**src/rtl/instruction_fetch_controller.sv**
```systemverilog
// IF-stage fetch sequencer: owns the PC, issues instruction memory reads,
// waits MEM_LATENCY cycles and hands the word to IF/ID via valid/ready.
// Ports:
//   clk, rst (sync, active-low)
//   mem_addr/mem_req out, mem_data in        instruction memory side
//   branch_taken/branch_target in            EXE redirect
//   freeze/id_ready in                       hazard stall / IF-ID ready
//   if_valid/if_instr/if_pc_plus4 out        fetched instruction
module instruction_fetch_controller #(
  parameter int unsigned ADDR_W      = 32,
  parameter int unsigned DATA_W      = 32,
  parameter int unsigned MEM_LATENCY = 2,
  parameter logic [ADDR_W-1:0] RESET_PC = '0
) (
  input  logic              clk,
  input  logic              rst,
  output logic [ADDR_W-1:0] mem_addr,
  output logic              mem_req,
  input  logic [DATA_W-1:0] mem_data,
  input  logic              branch_taken,
  input  logic [ADDR_W-1:0] branch_target,
  input  logic              freeze,
  input  logic              id_ready,
  output logic              if_valid,
  output logic [DATA_W-1:0] if_instr,
  output logic [ADDR_W-1:0] if_pc_plus4
);

  localparam int unsigned CNT_W = $clog2(MEM_LATENCY + 1);
  localparam logic [CNT_W-1:0] LAT = CNT_W'(MEM_LATENCY);

  typedef enum logic [1:0] {
    S_ISSUE,
    S_WAIT,
    S_HOLD
  } state_t;

  state_t            r_state;
  logic [ADDR_W-1:0] r_pc;
  logic [ADDR_W-1:0] r_mem_addr;
  logic              r_mem_req;
  logic [CNT_W-1:0]  r_cnt;
  logic              r_valid;
  logic [DATA_W-1:0] r_instr;
  logic [ADDR_W-1:0] r_pc4;

  state_t            w_state;
  logic [ADDR_W-1:0] w_pc;
  logic [ADDR_W-1:0] w_mem_addr;
  logic              w_mem_req;
  logic [CNT_W-1:0]  w_cnt;
  logic              w_valid;
  logic [DATA_W-1:0] w_instr;
  logic [ADDR_W-1:0] w_pc4;
  logic [ADDR_W-1:0] w_pc_inc;
  logic [ADDR_W-1:0] w_tgt;
  logic              w_consume;

  assign w_pc_inc  = r_pc + ADDR_W'(4);
  assign w_tgt     = branch_target & ~(ADDR_W'(3));
  assign w_consume = id_ready & ~freeze;

  always_comb begin
    w_state    = r_state;
    w_pc       = r_pc;
    w_mem_addr = r_mem_addr;
    w_mem_req  = 1'b0;
    w_cnt      = r_cnt;
    w_valid    = r_valid;
    w_instr    = r_instr;
    w_pc4      = r_pc4;
    // A redirect overrides every state and flushes any held or
    // in-flight instruction.
    if (branch_taken) begin
      w_pc       = w_tgt;
      w_mem_addr = w_tgt;
      w_mem_req  = 1'b1;
      w_cnt      = LAT;
      w_valid    = 1'b0;
      w_instr    = '0;
      w_state    = S_WAIT;
    end else begin
      unique case (r_state)
        S_ISSUE: begin
          w_mem_addr = r_pc;
          w_mem_req  = 1'b1;
          w_cnt      = LAT;
          w_state    = S_WAIT;
        end
        S_WAIT: begin
          // Freeze does not pause the memory wait; the word parks in HOLD.
          w_cnt = r_cnt - CNT_W'(1);
          if (r_cnt == CNT_W'(1)) begin
            w_instr = mem_data;
            w_pc4   = w_pc_inc;
            w_valid = 1'b1;
            w_state = S_HOLD;
          end
        end
        S_HOLD: begin
          if (w_consume) begin
            w_pc       = w_pc_inc;
            w_mem_addr = w_pc_inc;
            w_mem_req  = 1'b1;
            w_cnt      = LAT;
            w_valid    = 1'b0;
            w_instr    = '0;
            w_state    = S_WAIT;
          end
        end
        default: w_state = S_ISSUE;
      endcase
    end
  end

  always_ff @(posedge clk) begin
    if (!rst) begin
      r_state    <= S_ISSUE;
      r_pc       <= RESET_PC;
      r_mem_addr <= RESET_PC;
      r_mem_req  <= 1'b0;
      r_cnt      <= '0;
      r_valid    <= 1'b0;
      r_instr    <= '0;
      r_pc4      <= '0;
    end else begin
      r_state    <= w_state;
      r_pc       <= w_pc;
      r_mem_addr <= w_mem_addr;
      r_mem_req  <= w_mem_req;
      r_cnt      <= w_cnt;
      r_valid    <= w_valid;
      r_instr    <= w_instr;
      r_pc4      <= w_pc4;
    end
  end

  assign mem_addr    = r_mem_addr;
  assign mem_req     = r_mem_req;
  assign if_valid    = r_valid;
  assign if_instr    = r_instr;
  assign if_pc_plus4 = r_pc4;

endmodule

```
**config.mk**
```make
export PLATFORM = sky130hd
export DESIGN_NAME = instruction_fetch_controller
export DESIGN_NICKNAME = d
export VERILOG_FILES = /design/src/rtl/instruction_fetch_controller.sv
export SDC_FILE = /design/constraint.sdc
export NUM_CORES = 1
export LEC_CHECK = 0
export ABC_AREA = 1
export ABC_CLOCK_PERIOD_IN_PS = 2200
export CORE_MARGIN = 3
export CORE_UTILIZATION = 45
export DETAILED_ROUTE_END_ITERATION = 8
export GPL_ROUTABILITY_DRIVEN = 0
export PLACE_DENSITY = 0.84
export SYNTH_ARGS = -nofsm -noshare
export SYNTH_HDL_FRONTEND = slang
export SYNTH_SLANG_ARGS = --single-unit
```
**constraint.sdc**
```tcl
create_clock -name clk -period 2.2 [get_ports clk]
set_input_delay 0.44 -clock clk [delete_from_list [all_inputs] [get_ports clk]]
set_output_delay 0.44 -clock clk [all_outputs]
set_load 0.01 [all_outputs]
```
==> flow_metrics.py, run 1 <==
metrics = {
    "timing": {
        "final_min_period_over_clock_period": 0.890,
        "finalSetupViolCount": 0,
        "max-slew-margin-rel": 0.417,
        "holdWs_ps": 392,
        "post-route-min-period_ps": 1960,
        "setup_slack_ps": 242,
        "timing.setup.tns_ps": 0,
        "fmax_mhz": 511,
        "rsz_0062_raised_after_global_routing": "false",
        "report.final.hold_viol_count": 0,
        "slew_violations": 0,
        "final.setup_skew_ps": 8.51,
        "worst_pin_slew_ps": 873,
    },
    "synth": {
        "seq_total_area_yosys": 0.408,
        "yosysTopAreaCellShare": 0.408,
        "synth.distinct_cells": 39,
        "synth-edff-count": 0,
        "synthFlopType": "sky130_fd_sc_hd__dfxtp_1",
        "synthCells": 920,
        "synthTopCellsByArea": "sky130_fd_sc_hd__dfxtp_1 41%, sky130_fd_sc_hd__nand2_1 13%, sky130_fd_sc_hd__a21oi_1 10%",
        "synth.avg_cell_area_sq_um": 6.82,
        "postSynthRegisterBits": 128,
        "yosys.area.top_type": "sky130_fd_sc_hd__dfxtp_1",
        "synth-async-reset-ratio": 0,
        "synthesis.area_sq_um": 6280,
        "synth-warning-count": 0,
    },
    "floorplanning": {
        "start_util": 0.467,
        "floorplan.io_pins": 167,
        "die_width_um": 124,
        "core_sq_um": 13500,
        "die_h_um": 124,
        "core.rowCount": 42,
        "dieArea_sq_um": 15400,
    },
    "route": {
        "ant_nets": 0,
        "drtIter0Drc": 733,
        "detail_route.vias_per_cell": 5.42,
        "avgRoutedWirePerCell_um": 15.8,
        "firstDrtPassIters": 5,
        "wl_um": 19800,
        "via_count": 6793,
        "post-route-drc-count": 0,
    },
    "flow_run": {
        "drv_cap": 0,
    },
    "worst_setup_path": {
        "setup.worst_path.end_class": "flip-flop",
        "worstPathArrival_ps": 2270,
        "worst_path_most_repeated_cell": "sky130_fd_sc_hd__nand2_1",
        "timing.critical_path.from_type": "flip-flop",
        "rr_worst_depth": 10,
        "rrSetupSlack_ps": 240,
        "timing_worst_setup_path_type": "flip-flop to flip-flop",
        "crit_slowest_cell": "sky130_fd_sc_hd__dfxtp_1",
        "critical_path.max_fanout": 6,
        "critical_path.cell_chain": "ha_1 > nand2_1 > nor2_1 > nand2_2 > nor2_2 > nand2_1 > nand2_1 > nand2_1 > o21ai_0 > inv_1",
        "r2r-start": "r_pc[3]",
        "worstPathRequired_ps": 2510,
        "critical_path.reg2reg.endpoint": "if_pc_plus4[30]",
        "cpPeakStageDelay_ps": 440,
    },
    "global_route": {
        "grt-busiest-layer": "met2",
        "pin_count_of_the_biggest_net_entering_global_routing": 59,
        "grt_util_met2": 0.420,
        "groute.layer.met1.usage": 0.324,
        "grt_overflow_total": 0,
        "groute.layer.met3.usage": 0.0640,
        "first_pass_grt_wire_length_um": 31300,
        "grt_antenna_before_repair": 0,
        "grt_pass1_vias": 6381,
        "global_route.usage.total": 0.259,
    },
    "placement": {
        "dpl_cell_area_sq_um": 8000,
        "io_buffer_count": 160,
        "place.detailed.hpwl_um": 13300,
        "preCtsSetupSlack_ps": 199,
    },
    "cells_and_area": {
        "nets": 1138,
        "layout.area.seq_sq_um": 2560,
        "num_antenna_cells": 0,
        "fillers": 1157,
        "post_route_cells_drive_above_1_share": 0.0696,
        "multi_input_area_sq_um": 3140,
        "design_area_sq_um": 8640,
        "syn_to_final_growth_pct": 37.7,
    },
    "clocking": {
        "clkLatencyLatePin_ps": 420,
        "htreeDepth": 4,
        "clock_tree.root_cell": "sky130_fd_sc_hd__clkbuf_16",
        "number_of_gates_resized_after_cts": 0,
        "cts_hold_buf": 0,
        "clock_tree.buffer_depth": 2,
        "numCtsBuffers": 17,
        "clock_sink_count": 128,
        "cts_tree": "done",
        "clk_pin_slew_ps": 60,
        "postCtsSetupRepairBufs": 0,
    },
    "min_path": {
        "whs_path_depth": 3,
        "hold_path.startpoint": "rst",
        "hold_path_end": "mem_addr[15]",
        "min_path_type": "input pin to flip-flop",
    },
    "power": {
        "ir_drop_mv": 0.513,
        "power_density_nw_per_um2": 737,
        "leakage_uw": 0.00344,
    },
    "run_status": {
        "outcome": "completed",
    },
}
==> power by group <==
group          internal [uW]  switching (uW)
clock                   2120             980
sequential              2430            95.2
combinational            353             399
==> per-layer routing <==
layer	vias up	routed length (um)
met4	0	571
met2	335	9460
li1	3320	-
met1	3092	8140
met3	46	1650
met5	-	0
==> placed cells by master (no fill, tap or decap), types with 16 or more instances in the layout <==
cell,count
sky130_fd_sc_hd__dfxtp_1,128
sky130_fd_sc_hd__clkdlybuf4s50_1,158
sky130_fd_sc_hd__buf_4,19
sky130_fd_sc_hd__nor2_1,98
sky130_fd_sc_hd__nand3_1,61
sky130_fd_sc_hd__o21ai_0,80
sky130_fd_sc_hd__inv_1,67
sky130_fd_sc_hd__a21oi_1,128
sky130_fd_sc_hd__nand2_1,211
sky130_fd_sc_hd__a211oi_1,16
sky130_fd_sc_hd__clkbuf_16,17
==> state kept, by name, indices dropped and copies added (netlist names) <==
name and flops:
mem_addr 30, if_instr 32, if_valid 1, r_pc 30
mem_req 1, r_state 2, r_cnt 2, if_pc_plus4 30
==> cell families (layout without fill, tap and decap cells) <==
family	Yosys count	in the layout	synth area share
other	1	4	0.000598
buffers and inverters	130	285	0.0931
XOR/XNOR	8	8	0.0112
AND/OR/NAND/NOR	403	403	0.275
adder cells (fa/ha/maj)	2	2	0.00399
AO/OA/AOI/OAI	248	248	0.208
flip-flops	128	128	0.408
==> Yosys cell counts, drive strengths merged (3+ instances only) <==
cell type	instances
buf	34
nor2	109
o21ai	96
nand2	216
nand3b	10
nand4	3
clkbuf	23
nand3	62
a211oi	16
dfxtp	128
inv	71
xor2	6
a21oi	128
==> metrics by stage <==
stage,power (uW),std cells,utilization
after global routing,6590,1254,0.643
after global placement,3290,1224,0.595
after floorplan,2950,923,-
after CTS,6400,1254,0.643
final,6370,1254,0.643
after detailed placement,3300,1224,0.595
==> how the worst max path moves through the flow <==
stage	startpoint	slack (ps)	cells after the start	endpoint
floorplan	r_pc[3]	660	8	if_pc_plus4[20]
global placement	freeze	250	9	mem_addr[5]
detailed placement	freeze	200	9	mem_addr[24]
CTS	r_pc[3]	250	10	if_pc_plus4[30]
global route	r_pc[3]	30	10	if_pc_plus4[30]
finish	r_pc[3]	240	10	if_pc_plus4[30]
==> critical path: cells and delay by family, from the launching register on <==
kind / cells / cell delay, ps
AO/OA/AOI/OAI: 1 / 160
adder cells (fa/ha/maj): 1 / 270
buffers and inverters: 1 / 50
flip-flops: 1 / 440
AND/OR/NAND/NOR: 7 / 920
==> cell type report <==
cell class | count | area share
inverter | 73 | 0.0326
sequential | 128 | 0.296
multi-input combinational | 665 | 0.363
clock buffer | 25 | 0.0573
clock inverter | 5 | 0.0174
timing repair buffer | 182 | 0.208
tap | 176 | 0.0255
Note: power is estimated with default switching activity, not from simulation.
==> inputs of run 2 (changes only) <==
Settings changed: CORE_MARGIN 3 to 1.5.
==> run 2 against run 1 <==
  * Design area barely moved
  * Register-to-register slack is essentially flat
  * Largest power group unchanged
  * Clock power rose by 4%
  * Largest cell class unchanged
==> flow_metrics.py, run 2 (synthesized netlist as in run 1, its figures left out) <==
metrics = {
    "clocking": {
        "clock_tree.root_cell": "sky130_fd_sc_hd__clkbuf_16",
        "number_of_gates_resized_after_cts": 0,
        "clock_sink_count": 128,
        "clkLatencyLatePin_ps": 420,
        "numCtsBuffers": 17,
        "htreeDepth": 4,
        "cts_tree": "done",
        "clk_pin_slew_ps": 60,
        "clock_tree.buffer_depth": 2,
        "postCtsSetupRepairBufs": 0,
        "cts_hold_buf": 0,
    },
    "route": {
        "via_count": 6673,
        "detail_route.vias_per_cell": 5.32,
        "drtIter0Drc": 531,
        "wl_um": 18800,
        "post-route-drc-count": 0,
        "ant_nets": 0,
        "avgRoutedWirePerCell_um": 15.0,
        "firstDrtPassIters": 5,
    },
    "timing": {
        "max-slew-margin-rel": 0.444,
        "fmax_mhz": 512,
        "rsz_0062_raised_after_global_routing": "false",
        "final.setup_skew_ps": 8.90,
        "report.final.hold_viol_count": 0,
        "finalSetupViolCount": 0,
        "slew_violations": 0,
        "timing.setup.tns_ps": 0,
        "post-route-min-period_ps": 1950,
        "final_min_period_over_clock_period": 0.887,
        "worst_pin_slew_ps": 832,
    },
    "cells_and_area": {
        "final_core_util": 0.645,
        "num_antenna_cells": 0,
        "nets": 1137,
        "mostFrequentLayoutCell": "sky130_fd_sc_hd__nand2_1",
        "largest_register_ff_count": 32,
        "fillers": 1132,
        "syn_to_final_growth_pct": 37.7,
        "post_route_cells_drive_above_1_share": 0.0732,
        "layout_common_cells": "211 x sky130_fd_sc_hd__nand2_1, 158 x sky130_fd_sc_hd__clkdlybuf4s50_1, 128 x sky130_fd_sc_hd__a21oi_1",
    },
    "power": {
        "internal_power_uw": 4950,
        "power_density_nw_per_um2": 749,
        "power.switching_fraction": 0.235,
        "combPwrFrac": 0.114,
        "clk_pwr_share": 0.497,
        "p_sw_uw": 1520,
        "ir_drop_mv": 0.456,
        "power.share.sequential": 0.389,
        "total_power_uw": 6480,
        "leakage_uw": 0.00344,
    },
    "worst_setup_path": {
        "worst_path_most_repeated_cell": "sky130_fd_sc_hd__nand2_1",
        "timing_worst_setup_path_type": "flip-flop to flip-flop",
        "worstPathRequired_ps": 2510,
        "setup.worst_path.end_class": "flip-flop",
        "timing.critical_path.max_delay_family": "simple AND/OR/NAND/NOR gates",
        "worstPathArrival_ps": 2260,
        "cp_num_buf_inv": 1,
        "critical_path.cell_chain": "ha_1 > nand2_1 > nor2_2 > nand2_2 > nor2_2 > nand2_1 > nand2_1 > nand2_1 > o21ai_0 > inv_1",
        "cpPeakStageDelay_ps": 450,
        "critical_path.max_fanout": 6,
        "crit_slowest_cell": "sky130_fd_sc_hd__dfxtp_1",
        "timing.critical_path.from_type": "flip-flop",
    },
    "global_route": {
        "first_pass_grt_wire_length_um": 30700,
        "grt_pass1_vias": 6342,
        "grt_antenna_before_repair": 0,
        "global_route.usage.total": 0.263,
        "pin_count_of_the_biggest_net_entering_global_routing": 38,
        "grt_overflow_total": 0,
    },
    "floorplanning": {
        "dieArea_sq_um": 14700,
        "die_width_um": 121,
        "core_sq_um": 13400,
        "core.rowCount": 42,
        "floorplan.io_pins": 167,
        "start_util": 0.468,
        "die_h_um": 121,
    },
    "flow_run": {
        "drv_cap": 0,
    },
    "placement": {
        "io_buffer_count": 160,
        "place.detailed.hpwl_um": 13000,
    },
    "min_path": {
        "min_path_type": "flip-flop to flip-flop",
    },
    "run_status": {
        "outcome": "completed",
    },
}
run 2: area by class of cell:
cell class	count	area [sq um]	share of cell area
Clock inverter	10	206	0.0239
Sequential cell	128	2560	0.297
Tap cell	176	220	0.0255
Inverter	73	282	0.0326
Clock buffer	22	464	0.0537
Multi-Input combinational cell	665	3140	0.364
Timing Repair Buffer	181	1760	0.204
run 2: stage by stage:
stage,setup WS [ps],hold slack [ps],instances,cell area (sq um)
6_report,248,464,1255,8640
5_1_grt,20.4,489,1255,8640
4_1_cts,210,464,1255,8640
3_5_place_dp,246,455,1223,7970
3_3_place_gp,294,447,1223,7970
2_1_floorplan,664,432,923,6290
run 2: path summary, 6_finish.rpt:
| path | startpoint | endpoint | slack (ps) | depth (start not counted) |
|---|---|---|---|---|
| min reg2reg | if_valid | if_valid | 460 | 2 |
| max reg2reg | r_pc[3] | if_pc_plus4[30] | 250 | 10 |
| max | r_pc[3] | if_pc_plus4[30] | 250 | 10 |
| min | if_valid | if_valid | 460 | 2 |
run 2: tightest hold or removal path, stage by stage, from the launching register on:
cell,delay [ps]
sky130_fd_sc_hd__dfxtp_1,310
sky130_fd_sc_hd__nand2_1,60
sky130_fd_sc_hd__a21oi_1,50
run 2: layer usage:
| layer | vias up | track usage | share of wire |
|---|---|---|---|
| li1 | 3307 | - | - |
| met5 | - | 0 | 0 |
| met2 | 298 | 0.443 | 0.48 |
| met3 | 51 | 0.0841 | 0.093 |
| met1 | 3017 | 0.312 | 0.40 |
| met4 | 0 | 0.102 | 0.028 |
run 2: power by group through the flow:
stage          clock [uW]  combinational (uW)  sequential, uW
2_1_floorplan           0                 377            2570
3_3_place_gp            0                 717            2560
3_5_place_dp            0                 726            2560
4_1_cts              3240                 734            2520
5_1_grt              3360                 808            2530
6_report             3220                 738            2520
